`src/rtl/weight_buffer_loader_pkg.sv`:
```
// ---------------------------------------------------------------------------
// genesys_wbuf_pkg
// Shared types and constants for the weight buffer fill engine.
//   - wbufState_e : loader FSM states (IDLE, LOAD, DONE)
//   - default widths, beat-to-word RATIO and SLICE_IDX_W for the default build
//   - sliceIdxWidth() : width of a slice index for any beat/word ratio
// Optional feature macro used by the loader: WEIGHT_BUFFER_LOADER_PERF_EN
// ---------------------------------------------------------------------------
package genesys_wbuf_pkg;

    localparam int DDR_BANDWIDTH_DEF    = 512;
    localparam int WRITE_WIDTH_DEF      = 128;
    localparam int WRITE_ADDR_WIDTH_DEF = 8;
    localparam int LEN_WIDTH_DEF        = 16;

    // A ratio of 1 still needs a one-bit index so the splitter never
    // declares a zero-width register.
    function automatic int sliceIdxWidth(input int ratio);
        return (ratio > 1) ? $clog2(ratio) : 1;
    endfunction

    localparam int RATIO       = DDR_BANDWIDTH_DEF / WRITE_WIDTH_DEF;
    localparam int SLICE_IDX_W = sliceIdxWidth(RATIO);

    typedef enum logic [1:0] {
        IDLE = 2'd0,
        LOAD = 2'd1,
        DONE = 2'd2
    } wbufState_e;

endpackage

```
`src/rtl/weight_buffer_loader_if.sv`:
```
// ---------------------------------------------------------------------------
// weight_buffer_loader_if
// Bundles the command, DDR beat and buffer write signals of the loader.
//   master : command/beat source side (drives cmd_*, ddr_data_valid, ddr_data)
//   slave  : the loader itself (drives ready, write port, busy, done)
// Signals: cmd_valid/cmd_ready/cmd_base_addr/cmd_num_words,
//          ddr_data_valid/ddr_data_ready/ddr_data,
//          bs_write_req/bs_write_addr/bs_write_data, busy, done,
//          perf_stall_cycles (only when WEIGHT_BUFFER_LOADER_PERF_EN is defined)
// ---------------------------------------------------------------------------
interface weight_buffer_loader_if
    import genesys_wbuf_pkg::*;
#(
    parameter int DDR_BANDWIDTH    = DDR_BANDWIDTH_DEF,
    parameter int WRITE_WIDTH      = WRITE_WIDTH_DEF,
    parameter int WRITE_ADDR_WIDTH = WRITE_ADDR_WIDTH_DEF,
    parameter int LEN_WIDTH        = LEN_WIDTH_DEF
);

    logic                        cmd_valid;
    logic                        cmd_ready;
    logic [WRITE_ADDR_WIDTH-1:0] cmd_base_addr;
    logic [LEN_WIDTH-1:0]        cmd_num_words;

    logic                        ddr_data_valid;
    logic                        ddr_data_ready;
    logic [DDR_BANDWIDTH-1:0]    ddr_data;

    logic                        bs_write_req;
    logic [WRITE_ADDR_WIDTH-1:0] bs_write_addr;
    logic [WRITE_WIDTH-1:0]      bs_write_data;

    logic                        busy;
    logic                        done;

`ifdef WEIGHT_BUFFER_LOADER_PERF_EN
    logic [31:0]                 perf_stall_cycles;

    modport master (
        output cmd_valid, cmd_base_addr, cmd_num_words,
        output ddr_data_valid, ddr_data,
        input  cmd_ready, ddr_data_ready,
        input  bs_write_req, bs_write_addr, bs_write_data,
        input  busy, done, perf_stall_cycles
    );

    modport slave (
        input  cmd_valid, cmd_base_addr, cmd_num_words,
        input  ddr_data_valid, ddr_data,
        output cmd_ready, ddr_data_ready,
        output bs_write_req, bs_write_addr, bs_write_data,
        output busy, done, perf_stall_cycles
    );
`else
    modport master (
        output cmd_valid, cmd_base_addr, cmd_num_words,
        output ddr_data_valid, ddr_data,
        input  cmd_ready, ddr_data_ready,
        input  bs_write_req, bs_write_addr, bs_write_data,
        input  busy, done
    );

    modport slave (
        input  cmd_valid, cmd_base_addr, cmd_num_words,
        input  ddr_data_valid, ddr_data,
        output cmd_ready, ddr_data_ready,
        output bs_write_req, bs_write_addr, bs_write_data,
        output busy, done
    );
`endif

endinterface

```
`src/rtl/weight_buffer_loader_splitter.sv`:
```
// ---------------------------------------------------------------------------
// wbuf_beat_splitter
// Holds one DDR beat and presents it one WRITE_WIDTH slice per cycle,
// slice 0 (least significant bits) first.
//   clk, reset      : clock, asynchronous active-high reset
//   loadBeat_i      : capture beat_i into the hold this cycle
//   beat_i          : incoming DDR beat
//   lastWord_i      : the slice presented now is the final word of the command
//   holdValid_o     : hold contains a slice to write (write request)
//   sliceData_o     : currently selected slice
//   holdRelease_o   : the hold empties after this cycle's write
// ---------------------------------------------------------------------------
module wbuf_beat_splitter
    import genesys_wbuf_pkg::*;
#(
    parameter int DDR_BANDWIDTH = DDR_BANDWIDTH_DEF,
    parameter int WRITE_WIDTH   = WRITE_WIDTH_DEF
) (
    input  logic                     clk,
    input  logic                     reset,
    input  logic                     loadBeat_i,
    input  logic [DDR_BANDWIDTH-1:0] beat_i,
    input  logic                     lastWord_i,
    output logic                     holdValid_o,
    output logic [WRITE_WIDTH-1:0]   sliceData_o,
    output logic                     holdRelease_o
);

    localparam int BEAT_RATIO = DDR_BANDWIDTH / WRITE_WIDTH;
    localparam int IDX_W      = sliceIdxWidth(BEAT_RATIO);

    logic [DDR_BANDWIDTH-1:0] holdData_q, holdData_d;
    logic                     holdValid_q, holdValid_d;
    logic [IDX_W-1:0]         sliceIdx_q, sliceIdx_d;
    logic                     lastSlice;
    logic [WRITE_WIDTH-1:0]   slices [BEAT_RATIO];

    for (genvar g = 0; g < BEAT_RATIO; g++) begin : gSlice
        assign slices[g] = holdData_q[g*WRITE_WIDTH +: WRITE_WIDTH];
    end

    assign lastSlice     = (sliceIdx_q == IDX_W'(BEAT_RATIO - 1));
    // A partial final beat empties early; its remaining slices are dropped.
    assign holdRelease_o = holdValid_q && (lastSlice || lastWord_i);
    assign holdValid_o   = holdValid_q;
    assign sliceData_o   = slices[sliceIdx_q];

    // A new beat always restarts at slice 0. The index wraps on the last
    // slice so it never points outside the slice table.
    always_comb begin
        holdData_d  = holdData_q;
        holdValid_d = holdValid_q;
        sliceIdx_d  = sliceIdx_q;
        if (loadBeat_i) begin
            holdData_d  = beat_i;
            holdValid_d = 1'b1;
            sliceIdx_d  = '0;
        end else if (holdValid_q) begin
            sliceIdx_d = lastSlice ? '0 : sliceIdx_q + IDX_W'(1);
            if (holdRelease_o) begin
                holdValid_d = 1'b0;
            end
        end
    end

    always_ff @(posedge clk or posedge reset) begin
        if (reset) begin
            holdData_q  <= '0;
            holdValid_q <= 1'b0;
            sliceIdx_q  <= '0;
        end else begin
            holdData_q  <= holdData_d;
            holdValid_q <= holdValid_d;
            sliceIdx_q  <= sliceIdx_d;
        end
    end

endmodule

```
`src/rtl/weight_buffer_loader.sv`:
```
// ---------------------------------------------------------------------------
// weight_buffer_loader
// Fill engine in front of the weight buffer. Takes one load command (base
// address, word count), accepts DDR beats and writes them to the buffer one
// WRITE_WIDTH word per cycle, without bubbles while DDR keeps up.
//   clk, reset : clock, asynchronous active-high reset
//   bus        : weight_buffer_loader_if.slave (command, DDR beat, buffer
//                write port, busy, done, optional perf_stall_cycles)
// Optional feature: define WEIGHT_BUFFER_LOADER_PERF_EN to add a saturating
// 32-bit count of LOAD cycles spent waiting for DDR data.
// ---------------------------------------------------------------------------
module weight_buffer_loader
    import genesys_wbuf_pkg::*;
#(
    parameter int DDR_BANDWIDTH    = DDR_BANDWIDTH_DEF,
    parameter int WRITE_WIDTH      = WRITE_WIDTH_DEF,
    parameter int WRITE_ADDR_WIDTH = WRITE_ADDR_WIDTH_DEF,
    parameter int LEN_WIDTH        = LEN_WIDTH_DEF
) (
    input  logic                  clk,
    input  logic                  reset,
    weight_buffer_loader_if.slave bus
);

    localparam int BEAT_RATIO = DDR_BANDWIDTH / WRITE_WIDTH;
    localparam int RATIO_LOG2 = $clog2(BEAT_RATIO);

    wbufState_e                  state_q, state_d;
    logic [LEN_WIDTH-1:0]        wordsLeft_q, wordsLeft_d;
    logic [LEN_WIDTH-1:0]        beatsLeft_q, beatsLeft_d;
    logic [WRITE_ADDR_WIDTH-1:0] wrAddr_q, wrAddr_d;

    logic                        cmdAccept;
    logic                        beatAccept;
    logic                        ddrReady;
    logic                        holdValid;
    logic                        holdRelease;
    logic                        lastWord;
    logic                        lastWrite;
    logic [WRITE_WIDTH-1:0]      sliceData;
    logic [LEN_WIDTH-1:0]        beatsForCmd;

    assign cmdAccept  = (state_q == IDLE) && bus.cmd_valid;
    assign lastWord   = (wordsLeft_q == LEN_WIDTH'(1));
    assign lastWrite  = holdValid && lastWord;
    // Taking the next beat in the same cycle as the hold's last write keeps
    // the write port busy on every cycle of back-to-back beats.
    assign ddrReady   = (state_q == LOAD) && (beatsLeft_q != '0)
                        && (!holdValid || holdRelease);
    assign beatAccept = ddrReady && bus.ddr_data_valid;

    // ceil(num_words / RATIO), computed one bit wider so the rounding add
    // cannot overflow for the largest word count.
    assign beatsForCmd = LEN_WIDTH'(({1'b0, bus.cmd_num_words}
                                     + (LEN_WIDTH+1)'(BEAT_RATIO - 1)) >> RATIO_LOG2);

    wbuf_beat_splitter #(
        .DDR_BANDWIDTH (DDR_BANDWIDTH),
        .WRITE_WIDTH   (WRITE_WIDTH)
    ) uSplitter (
        .clk           (clk),
        .reset         (reset),
        .loadBeat_i    (beatAccept),
        .beat_i        (bus.ddr_data),
        .lastWord_i    (lastWord),
        .holdValid_o   (holdValid),
        .sliceData_o   (sliceData),
        .holdRelease_o (holdRelease)
    );

    always_ff @(posedge clk or posedge reset) begin
        if (reset) begin
            state_q <= IDLE;
        end else begin
            state_q <= state_d;
        end
    end

    // A zero-length command skips LOAD entirely so no beat is ever taken.
    always_comb begin
        state_d = state_q;
        unique case (state_q)
            IDLE: begin
                if (cmdAccept) begin
                    state_d = (bus.cmd_num_words == '0) ? DONE : LOAD;
                end
            end
            LOAD: begin
                if (lastWrite) begin
                    state_d = DONE;
                end
            end
            DONE:    state_d = IDLE;
            default: state_d = IDLE;
        endcase
    end

    // Counters only move on a real write or beat accept, so DDR starvation
    // simply freezes them.
    always_comb begin
        wordsLeft_d = wordsLeft_q;
        beatsLeft_d = beatsLeft_q;
        wrAddr_d    = wrAddr_q;
        if (cmdAccept) begin
            wordsLeft_d = bus.cmd_num_words;
            beatsLeft_d = beatsForCmd;
            wrAddr_d    = bus.cmd_base_addr;
        end else begin
            if (holdValid) begin
                wordsLeft_d = wordsLeft_q - LEN_WIDTH'(1);
                wrAddr_d    = wrAddr_q + WRITE_ADDR_WIDTH'(1);
            end
            if (beatAccept) begin
                beatsLeft_d = beatsLeft_q - LEN_WIDTH'(1);
            end
        end
    end

    always_ff @(posedge clk or posedge reset) begin
        if (reset) begin
            wordsLeft_q <= '0;
            beatsLeft_q <= '0;
            wrAddr_q    <= '0;
        end else begin
            wordsLeft_q <= wordsLeft_d;
            beatsLeft_q <= beatsLeft_d;
            wrAddr_q    <= wrAddr_d;
        end
    end

    // The write port comes only from registered state, never from ddr_data.
    always_comb begin
        bus.cmd_ready      = (state_q == IDLE);
        bus.ddr_data_ready = ddrReady;
        bus.bs_write_req   = holdValid;
        bus.bs_write_addr  = wrAddr_q;
        bus.bs_write_data  = sliceData;
        bus.busy           = (state_q != IDLE);
        bus.done           = (state_q == DONE);
    end

`ifdef WEIGHT_BUFFER_LOADER_PERF_EN
    logic [31:0] stallCnt_q, stallCnt_d;

    // Counts LOAD cycles that still expect a beat but have nothing to write.
    always_comb begin
        stallCnt_d = stallCnt_q;
        if (cmdAccept) begin
            stallCnt_d = '0;
        end else if ((state_q == LOAD) && !holdValid && (beatsLeft_q != '0)
                     && (stallCnt_q != '1)) begin
            stallCnt_d = stallCnt_q + 32'd1;
        end
    end

    always_ff @(posedge clk or posedge reset) begin
        if (reset) begin
            stallCnt_q <= '0;
        end else begin
            stallCnt_q <= stallCnt_d;
        end
    end

    assign bus.perf_stall_cycles = stallCnt_q;
`else
    // No stall counter in this build.
`endif

endmodule
```
`src/flat_wrapper.sv`:
```
// flat-port wrapper written by rule: the top's interface ports become plain ports
module weight_buffer_loader_flat import genesys_wbuf_pkg::*;
#(
    parameter int DDR_BANDWIDTH    = DDR_BANDWIDTH_DEF,
    parameter int WRITE_WIDTH      = WRITE_WIDTH_DEF,
    parameter int WRITE_ADDR_WIDTH = WRITE_ADDR_WIDTH_DEF,
    parameter int LEN_WIDTH        = LEN_WIDTH_DEF
)
  (clk, reset, bus_cmd_valid, bus_cmd_base_addr, bus_cmd_num_words, bus_ddr_data_valid, bus_ddr_data, bus_cmd_ready, bus_ddr_data_ready, bus_bs_write_req, bus_bs_write_addr, bus_bs_write_data, bus_busy, bus_done);
  weight_buffer_loader_if #(.DDR_BANDWIDTH(DDR_BANDWIDTH), .WRITE_WIDTH(WRITE_WIDTH), .WRITE_ADDR_WIDTH(WRITE_ADDR_WIDTH), .LEN_WIDTH(LEN_WIDTH)) bus_i ();
  input  logic clk;
  input  logic reset;
  input wire logic [$bits(bus_i.cmd_valid)-1:0] bus_cmd_valid;
  input wire logic [$bits(bus_i.cmd_base_addr)-1:0] bus_cmd_base_addr;
  input wire logic [$bits(bus_i.cmd_num_words)-1:0] bus_cmd_num_words;
  input wire logic [$bits(bus_i.ddr_data_valid)-1:0] bus_ddr_data_valid;
  input wire logic [$bits(bus_i.ddr_data)-1:0] bus_ddr_data;
  output wire logic [$bits(bus_i.cmd_ready)-1:0] bus_cmd_ready;
  output wire logic [$bits(bus_i.ddr_data_ready)-1:0] bus_ddr_data_ready;
  output wire logic [$bits(bus_i.bs_write_req)-1:0] bus_bs_write_req;
  output wire logic [$bits(bus_i.bs_write_addr)-1:0] bus_bs_write_addr;
  output wire logic [$bits(bus_i.bs_write_data)-1:0] bus_bs_write_data;
  output wire logic [$bits(bus_i.busy)-1:0] bus_busy;
  output wire logic [$bits(bus_i.done)-1:0] bus_done;
  assign bus_i.cmd_valid = bus_cmd_valid;
  assign bus_i.cmd_base_addr = bus_cmd_base_addr;
  assign bus_i.cmd_num_words = bus_cmd_num_words;
  assign bus_i.ddr_data_valid = bus_ddr_data_valid;
  assign bus_i.ddr_data = bus_ddr_data;
  assign bus_cmd_ready = bus_i.cmd_ready;
  assign bus_ddr_data_ready = bus_i.ddr_data_ready;
  assign bus_bs_write_req = bus_i.bs_write_req;
  assign bus_bs_write_addr = bus_i.bs_write_addr;
  assign bus_bs_write_data = bus_i.bs_write_data;
  assign bus_busy = bus_i.busy;
  assign bus_done = bus_i.done;
  weight_buffer_loader #(.DDR_BANDWIDTH(DDR_BANDWIDTH), .WRITE_WIDTH(WRITE_WIDTH), .WRITE_ADDR_WIDTH(WRITE_ADDR_WIDTH), .LEN_WIDTH(LEN_WIDTH)) u_core (.clk(clk), .reset(reset), .bus(bus_i));
endmodule
```
`config.mk`:
```
export PLATFORM = sky130hd
export DESIGN_NAME = weight_buffer_loader_flat
export DESIGN_NICKNAME = d
export VERILOG_FILES = /design/src/rtl/weight_buffer_loader_pkg.sv /design/src/rtl/weight_buffer_loader_if.sv /design/src/rtl/weight_buffer_loader_splitter.sv /design/src/rtl/weight_buffer_loader.sv /design/src/flat_wrapper.sv
export SDC_FILE = /design/constraint.sdc
export NUM_CORES = 1
export LEC_CHECK = 0
export BUFFER_PORTS_ARGS = -buffer_cell sky130_fd_sc_hd__buf_2
export CORE_AREA = 2 2 267 269
export DETAILED_ROUTE_END_ITERATION = 8
export DIE_AREA = 0 0 269 271
export PLACE_DENSITY = 0.67
export SLEW_MARGIN = 20
export SYNTH_ARGS = -nofsm -noshare
export SYNTH_HDL_FRONTEND = slang
export SYNTH_HIERARCHICAL = 1
export SYNTH_SLANG_ARGS = --single-unit
```
`constraint.sdc`:
```
create_clock -name clk -period 14.8 [get_ports clk]
set_clock_uncertainty 0.1 [all_clocks]
set_input_delay 0.74 -clock clk [delete_from_list [all_inputs] [get_ports clk]]
set_output_delay 0.74 -clock clk [all_outputs]
set_load 0.01 [all_outputs]
```
After elaboration in Yosys (flattened, before gate mapping)
Index checks and enable logic that the tools add are counted. Widths: inputs -> output; s select.

Register bits: 557. Bits of input ports: 540. Output and inout bits: 141.

Add/subtract/negate cells: 5. Magnitude comparators: 1. Equality and inequality tests: 6. Multiplexer cells: 19. Bitwise logic cells: 1. Reductions and logical operators: 17.

Operator list (count): $bmux 128 s2 (1); $mux 128 (2); $mux 16 (4); $sub 16x1->16 const B (2); $add 16x2->17 const B (1); $eq 16x1->1 const B (1); $logic_not 16->1 (1); $mux 8 (2); $reduce_bool 16->1 (1); $mux 2 (6); $add 8x1->8 const B (1); $reduce_bool 2->1 (4); $logic_and 1x1->1 (6); $eq 2x2->1 const B (2); $ne 2x1->1 const B (2); $pmux 2 s2 (1); $ge 3x3->1 const B (1); $mux 1 (3); $not 2->3 (1); $add 2x1->2 const B (1); $eq 2x1->1 const B (1); $logic_not 2->1 (1); $logic_or 1x1->1 (2); $reduce_and 2->1 (1); $logic_not 1->1 (1).

Longest topological paths before layout
Gate-level depths: netlist (run 1).

Word-level depth: 8. Depth in mapped cells: 14. Mapped depth without buffers: 12.

By module
The synthesis (run 1) kept the hierarchy.

By module, submodules not included: wbuf_beat_splitter (instances 1, cells each 1251, area each 22285.1 um^2, sequential area each 12887.4 um^2); weight_buffer_loader (instances 1, cells each 297, area each 2602.5 um^2, sequential area each 1051.0 um^2).

Least setup slack after synthesis (run 1)
OpenSTA, ideal clock, no wires.

Path type: register to register. Start point: reg u_core.wordsLeft_q[4]. End point: reg u_core.uSplitter.holdData_q[241]. Library setup time: 0.125 ns. Data arrival time: 2.920 ns. Required time: 14.575 ns. Path slack: 11.655 ns. Stages on the path, launching flop included: 13. Buffers on the path: 3. Clock period less this slack: 3.145 ns. Cells stage by stage: dfrtp_1 nor4_1 nand4_1 nor2_1 nor2_1 nor2b_1 nand2b_1 nand3_1 nor2_1 buf_2 buf_2 buf_4 mux2_2.

Cells in the longest elaborated chain, start to end: 6.

Ends and longest elaborated chain: start, declared (line weight_buffer_loader.sv:29) `logic [LEN_WIDTH-1:0] wordsLeft_q, wordsLeft_d;`; start signal, assigned (line weight_buffer_loader.sv:125) `wordsLeft_q <= wordsLeft_d;`; $eq 16x1->1 (line weight_buffer_loader.sv:44) `assign lastWord = (wordsLeft_q == LEN_WIDTH'(1));`; via u_core.lastWord (line weight_buffer_loader.sv:38) `logic lastWord;`; $logic_or 1x1->1 (line weight_buffer_loader_splitter.sv:44) `assign holdRelease_o = holdValid_q && (lastSlice || lastWord_i);`; $logic_and 1x1->1 (line weight_buffer_loader_splitter.sv:44); via u_core.holdRelease (line weight_buffer_loader.sv:37) `logic holdRelease;`; $logic_or 1x1->1 (line weight_buffer_loader.sv:49) `&& (!holdValid || holdRelease);`; $logic_and 1x1->1 (line weight_buffer_loader.sv:49); $logic_and 1x1->1 (line weight_buffer_loader.sv:50) `assign beatAccept = ddrReady && bus.ddr_data_valid;`; via u_core.beatAccept (line weight_buffer_loader.sv:34) `logic beatAccept;`; end signal, assigned (line weight_buffer_loader_splitter.sv:72) `holdData_q <= holdData_d;`; end, declared (line weight_buffer_loader_splitter.sv:32) `logic [DDR_BANDWIDTH-1:0] holdData_q, holdData_d;`.

The timed path passes the listed nets, and every way through them passes these cells. A chain may end at the register's enable or synchronous reset.

Worst setup path after layout (run 1)
Start point: reg u_core.wordsLeft_q[4]. End point: reg u_core.uSplitter.holdData_q[333].

The elaborated chain is that of the path after synthesis.

==> flow_metrics.py, run 1 <==
metrics = {
    "run_status": {
        "status": "completed",
    },
    "route": {
        "via_count": 15920,
        "viasPerCell": 4.943,
        "routed_wirelength_um": 65990,
        "drt_pass1_iterations": 4,
        "wl_per_cell_um": 20.49,
        "drtAntennaViolNets": 0,
        "drc_errors": 0,
        "drt_iter0_drc": 819,
    },
    "sta": {
        "max_freq_ghz": 0.1654,
        "hold_viol_final": 0,
        "drv_slew": 0,
        "setup_tns_ps": 0,
        "period_share": 0.4084,
        "rsz0062_at_grt": "no",
        "fin_crit_ps": 6045,
        "worst_pin_slew_ps": 1114,
        "slew_headroom": 0.2576,
        "finalSetupViolCount": 0,
    },
    "floorplanning": {
        "die_w_um": 269,
        "initial_utilization": 0.3566,
        "dieHeight_um": 271,
        "coreArea_um2": 69790,
        "die_area_um2": 72900,
        "ioPinCount": 681,
        "fp-row-count": 97,
    },
    "power_and_ir_drop": {
        "p_switching_mw": 2.251,
        "p_per_area_nw_per_um2": 227.2,
        "pwr-share-comb": 0.390,
        "p_sw_frac": 0.3189,
        "p_leak_nw": 13.49,
        "clockPowerShare": 0.219,
        "seqPwrFrac": 0.391,
        "p_int_mw": 4.808,
        "ir_drop_v": 0.0001254,
    },
    "synth": {
        "ys_warn_count": 6,
        "synth_edf_count": 0,
        "syn_inst": 1548,
        "ys_ff_latch": 557,
        "ys.flop_type": "dfrtp_1",
        "ys_types": 47,
        "async_flop_share": 1.000,
        "avgSynthCellArea_um2": 16.08,
        "syn_nets": 2093,
        "ys_seq_area_frac": 0.5601,
        "synthesis.area_um2": 24890,
    },
    "critical_path": {
        "cpLargestDelayFamily": "simple AND/OR/NAND/NOR gates",
        "crit_start": "u_core/wordsLeft_q[4]",
        "cp_common_cell": "nor2_1",
        "slowest_delay_ps": 860,
        "rr_worst_depth": 12,
        "cp.required_ps": 15190,
        "crit_arrival_ps": 6440,
        "cp_slowest_cell": "nor4_1",
        "critPathCaptureType": "flop",
        "worstSetupPathType": "flop to flop",
        "crit_fanout": 176,
        "reg2reg_to": "u_core/uSplitter/holdData_q[333]",
        "r2r-start": "u_core/wordsLeft_q[4]",
        "cp_cell_sequence": "nor4_1, nand4_1, nor2_1, nor2_1, nor2b_1, nand2b_1, nand3_1, nor2_4, buf_4, buf_6, buf_12, mux2_2",
        "cp-start-kind": "flop",
        "reg2reg_setup_slack_ps": 8760,
        "path_buf_inv": 3,
    },
    "grt": {
        "grt_max_degree": 177,
        "met3_usage": 0.04906,
        "grt-ovfl-total": 0,
        "grt_use_total": 0.1771,
        "grt_pass1_wl_um": 101100,
        "grt_pass1_vias": 17510,
        "grt_util_met2": 0.3102,
        "grtUsageMet1": 0.2044,
        "busiest_layer": "met2",
        "antenna_found_initial": 26,
    },
    "final_layout": {
        "fin_nets": 2757,
        "final_core_util": 0.4452,
        "final_cell_mix": "buf_2 (680), dfrtp_1 (555), mux2_2 (512)",
        "stdcell_area_um2": 31070,
        "layout_commonest_cell": "buf_2",
        "syn2layout_area_growth_pct": 24.84,
        "drive_above_1_share": 0.6418,
    },
    "clock_tree": {
        "cts_tree": "yes",
        "clk_path_buf_depth": 3,
        "clk-insertion-delay-late_ps": 630,
        "ctsHoldBuffers": 0,
        "htree_levels": 2,
        "clkTransAtPathRegs_ps": 70,
        "postCtsSetupBuffers": 0,
        "cts-resized-gates": 0,
        "clockRootBuffer": "clkbuf_16",
        "clock-sinks": 557,
        "cts_buffers": 61,
    },
    "placement": {
        "gp_congestion": 0.8680,
        "io_buffers": 680,
        "place_area_um2": 28930,
        "hpwl_um": 48380,
    },
    "min_path": {
        "min_path_type": "input pin to async pin",
    },
    "flow_run": {
        "maxCapViolCount": 0,
    },
}
[per-stage QoR]
step | power [mW] | hold WS, ps | setup slack (ps) | std cells
2_1_floorplan | 4.713 | 371.4 | 6966 | 1548
3_3_place_gp | 5.422 | 382.8 | 8825 | 3089
3_5_place_dp | 5.566 | 390.4 | 8673 | 3089
4_1_cts | 7.145 | 145.5 | 8658 | 3201
5_1_grt | 7.491 | 201.4 | 8313 | 3219
6_report | 7.059 | 196.8 | 8755 | 3220
[synth_stat cells, types with 2 or more instances]
cell	instances	area, um2
a211oi_1	6	45.04
a21o_1	4	30.03
a21oi_1	11	55.05
a31oi_1	3	18.77
and3_1	3	18.77
buf_1	2	7.510
buf_12	9	180.2
buf_2	32	160.2
buf_4	42	315.3
buf_6	2	22.52
clkbuf_1	8	30.03
dfrtp_1	557	13940
ha_1	5	62.56
inv_1	8	30.03
mux2_2	512	5766
mux2i_1	6	60.06
mux4_2	128	2883
nand2_1	39	146.4
nand2b_1	4	25.02
nand3_1	9	45.04
nand3b_1	2	15.01
nand4_1	9	56.30
nor2_1	19	71.32
nor2b_1	4	25.02
nor3_1	12	60.06
nor3b_1	5	37.54
nor4_1	8	50.05
nor4b_1	4	35.03
o211ai_1	3	22.52
o21ai_0	27	135.1
o21ai_1	2	10.01
or2_2	2	12.51
or3_1	5	31.28
or3b_2	2	17.52
or4_1	3	22.52
xnor2_1	20	175.2
xor2_1	21	183.9
[kinds of logic after synthesis]
family                   after synthesis  synth area share
AO/OA/AOI/OAI                         60           0.01393
XOR/XNOR                              41           0.01443
adder cells (fa/ha/maj)                5          0.002514
buffers and inverters                104           0.03016
flip-flops                           557            0.5601
multiplexers                         646            0.3499
AND/OR/NAND/NOR                      135           0.02901
[layer usage]
| layer | vias up | wire length (um) |
|---|---|---|
| met1 | 8156 | 24800 |
| met5 | - | 93 |
| met3 | 122 | 4929 |
| met2 | 514 | 34120 |
| met4 | 14 | 2048 |
| li1 | 7112 | - |
[flip-flops by register name, summed over array words and instances (netlist names)]
name / flops
u_core/uSplitter/holdData_q: 512
u_core/bus.bs_write_addr: 8
u_core/uSplitter/sliceIdx_q: 2
u_core/wordsLeft_q: 16
u_core/beatsLeft_q: 16
u_core/uSplitter/holdValid_o: 1
u_core/state_q: 2
[layout make-up]
class	count	area, um2
flip-flops and latches	557	13950
fillers	6294	38720
clock buffers	88	1809
clock inverters	24	267.8
inverters	8	33.78
repair buffers	697	3576
well taps	940	1176
diodes	19	47.55
multi-input cells	887	10210
[tightest hold or removal path, stage by stage]
cell   delay, ps
buf_2        120
inv_1         50
buf_4        450
[power groups by stage]
stage	sequential, mW	combinational (mW)	clock (mW)
floorplan	2.59	2.12	0
global placement	2.72	2.70	0
detailed placement	2.79	2.78	0
CTS	2.76	2.79	1.59
global route	2.86	2.97	1.66
finish	2.76	2.75	1.54
[how the worst max path moves through the flow]
| stage | slack (ps) | to | cells after the start |
|---|---|---|---|
| final | 8760 | u_core/uSplitter/holdData_q[333] | 12 |
| after detailed placement | 8670 | u_core/uSplitter/holdData_q[69] | 12 |
| after global placement | 8820 | u_core/uSplitter/holdData_q[451] | 12 |
| after CTS | 8660 | u_core/uSplitter/holdData_q[69] | 12 |
| after floorplan | 6970 | u_core/uSplitter/holdData_q[0] | 1 |
| after global routing | 8310 | u_core/uSplitter/holdData_q[318] | 12 |
(Power assumes the default switching activity.)
==> run 2, diff against run 1 <==
- ABC_AREA: default -> 1
- PLACE_DENSITY: 0.67 -> 0.69
- clock period: 14.8 -> 5.6 ns (I/O delays scaled with it)
==> run 2 against run 1 <==
Net effect: sequential share of layout area is 8.9 points lower; count of clock-buffer cells in the layout is 3 lower; global-route usage is 8.5 points higher; via count is 80% higher; critical path depth is 6 lower; synthesized cell count is 140% higher; worst setup slack worse by 7300 ps; critical endpoint is now bus_bs_write_data[33].
==> flow_metrics.py, run 2 <==
metrics = {
    "synth": {
        "syn_inst": 3654,
        "synthesis.area_um2": 27420,
        "yosysMostFrequentCell": "nand2_1",
        "synth_top_area_frac": 0.5083,
        "ys_ff_latch": 557,
        "async_flop_share": 1.000,
        "synth_edf_count": 0,
        "avgSynthCellArea_um2": 7.504,
        "ys.flop_type": "dfrtp_1",
        "synthTopCellsByArea": "dfrtp_1 (51%), nand2_1 (18%), inv_1 (8.0%), o21ai_0 (6.4%), nand3_1 (5.5%)",
        "ys_warn_count": 6,
        "ys_seq_area_frac": 0.5083,
        "ys_types": 36,
        "syn_nets": 4199,
        "yosys-top-cells-count": "nand2_1 (1,314), inv_1 (585), dfrtp_1 (557)",
        "yosys.area.top_type": "dfrtp_1",
    },
    "sta": {
        "period_share": 0.7441,
        "slew_headroom": 0.2594,
        "worst_pin_slew_ps": 1111,
        "rsz0062_at_grt": "no",
        "fin_crit_ps": 4167,
        "drv_slew": 0,
        "setup_tns_ps": 0,
        "hold_viol_final": 0,
        "finalSetupViolCount": 0,
        "max_freq_ghz": 0.2400,
    },
    "critical_path": {
        "worstSetupPathType": "flop to output pin",
        "cp_cell_sequence": "buf_4, buf_4, nand2_1, nand3_1, nand2_1, buf_2",
        "cp.required_ps": 5220,
        "crit_start": "u_core/uSplitter/sliceIdx_q[0]",
        "cpLargestDelayFamily": "buffers and inverters",
        "crit_fanout": 77,
        "rr_worst_depth": 14,
        "r2r-start": "u_core/wordsLeft_q[1]",
        "path_buf_inv": 3,
        "critPathCaptureType": "output pin",
        "crit_arrival_ps": 3790,
        "slowest_delay_ps": 800,
        "cp-start-kind": "flop",
        "cp_slowest_cell": "buf_4",
        "path_depth": 6,
    },
    "final_layout": {
        "largest_reg_flops": 512,
        "nFillCells": 5923,
        "syn2layout_area_growth_pct": 41.18,
        "fin_nets": 5299,
        "reg.largest.list": "u_core/uSplitter/holdData_q x512, u_core/beatsLeft_q x16, u_core/wordsLeft_q x16",
        "final_cell_mix": "nand2_1 (1,314), buf_2 (680), inv_1 (582)",
        "drive_above_1_share": 0.1793,
        "fin_cells": 5769,
        "top_register": "u_core/uSplitter/holdData_q",
        "stdcell_area_um2": 38710,
        "layout_commonest_cell": "nand2_1",
    },
    "clock_tree": {
        "clkTransAtPathRegs_ps": 70,
        "clk-insertion-delay-late_ps": 620,
        "clk_path_buf_depth": 3,
        "clockRootBuffer": "clkbuf_16",
        "postCtsSetupBuffers": 0,
        "clock-sinks": 557,
        "cts_tree": "yes",
        "cts-resized-gates": 0,
        "cts_buffers": 61,
        "htree_levels": 2,
    },
    "run_status": {
        "status": "completed",
    },
    "route": {
        "viasPerCell": 4.959,
        "via_count": 28610,
        "wl_per_cell_um": 17.21,
        "drt_iter0_drc": 3175,
        "drc_errors": 0,
        "drtAntennaViolNets": 0,
        "routed_wirelength_um": 99300,
        "drt_pass1_iterations": 8,
    },
    "power_and_ir_drop": {
        "finalPower_mw": 21.03,
        "p_leak_nw": 19.95,
        "p_per_area_nw_per_um2": 543.1,
        "ir_drop_v": 0.0003058,
    },
    "flow_run": {
        "maxCapViolCount": 0,
    },
    "floorplanning": {
        "die_area_um2": 72900,
        "ioPinCount": 681,
        "fp-row-count": 97,
        "dieHeight_um": 271,
        "initial_utilization": 0.3929,
        "die_w_um": 269,
        "coreArea_um2": 69790,
    },
    "placement": {
        "place_area_um2": 31200,
        "io_buffers": 680,
        "dp_cells": 5098,
        "gp_congestion": 0.9131,
        "hpwl_um": 59690,
    },
    "min_path": {
        "holdPathStages": 7,
        "hold_start": "bus_cmd_num_words[14]",
        "min_path_type": "input pin to flop",
    },
    "grt": {
        "grt_use_total": 0.2620,
        "grt_max_degree": 168,
        "antenna_found_initial": 21,
        "grt_pass1_vias": 28220,
        "grt-ovfl-total": 0,
        "grt_pass1_wl_um": 151000,
    },
}
[run 2: cell count changes in the layout (fill, tap and decap cells not counted), sizes merged, moves of 7 or more]
| cell | change |
|---|---|
| o21ai | +507 |
| clkinv | +7 |
| xnor2 | -16 |
| mux4 | -128 |
| mux2 | -512 |
| nand3 | +293 |
| nand2 | +1283 |
| inv | +582 |
| nor3 | -7 |
| nor4 | -9 |
| buf | +16 |
| nor2 | +45 |
| dlygate4sd3 | +533 |
[run 2: routing by layer]
layer / global-route usage / vias up / wire length [um]
met4: 0.1586 / 2 / 6017
met5: 0 / - / 13
met3: 0.05598 / 417 / 7821
li1: - / 13420 / -
met2: 0.4184 / 1412 / 46380
met1: 0.3240 / 13360 / 39070
[run 2: kinds of logic after synthesis]
group,synth area share
adder cells (fa/ha/maj),0.002282
AND/OR/NAND/NOR,0.2535
XOR/XNOR,0.006069
flip-flops,0.5083
AO/OA/AOI/OAI,0.1060
buffers and inverters,0.1238
[run 2: worst paths after layout]
| path | slack, ps | end |
|---|---|---|
| hold / removal | 60 | u_core/beatsLeft_q[14] |
| setup reg to reg | 2180 | u_core/uSplitter/holdData_q[186] |
| max in group asynchronous | 3750 | u_core/uSplitter/holdData_q[248] |
| hold reg to reg | 400 | u_core/uSplitter/holdData_q[317] |
| min in group asynchronous | 110 | u_core/uSplitter/sliceIdx_q[0] |
| setup / recovery | 1430 | bus_bs_write_data[33] |
[run 2: area by class of cell]
cell class / instances / area, um2 / share of cell area
flip-flops and latches: 557 / 13950 / 0.3602
clock buffers: 85 / 1799 / 0.04648
repair buffers: 1246 / 9086 / 0.2347
clock inverters: 31 / 324.1 / 0.008371
well taps: 940 / 1176 / 0.03038
multi-input cells: 2297 / 10090 / 0.2605
diodes: 22 / 55.05 / 0.001422
inverters: 591 / 2240 / 0.05785
[run 2: report_power, final]
group,switching [mW],internal [mW]
clock,1.73,2.51
combinational,6.82,3.28
sequential,0.691,5.99
[run 2: tightest hold or removal path, stage by stage]
cell,delay [ps]
buf_2,120
nand3_1,70
nor2_1,60
nand3_1,60
nand2_1,50
nand2_1,50
nand2_1,40
[run 2: through the flow]
stage,util,hold slack [ps],worst slack [ps]
floorplan,-,296.8,-1774
global placement,0.4471,183.2,2281
detailed placement,0.4471,187.7,2250
CTS,0.5539,5.099,1568
global route,0.5546,61.47,1313
finish,0.5547,59.87,1433
[run 2: repair_timing]
item / in CTS / in global routing
endpoints found under the setup margin: 0 / 0
endpoints found under the hold margin: 596 / 0
hold buffers: 533 / 0
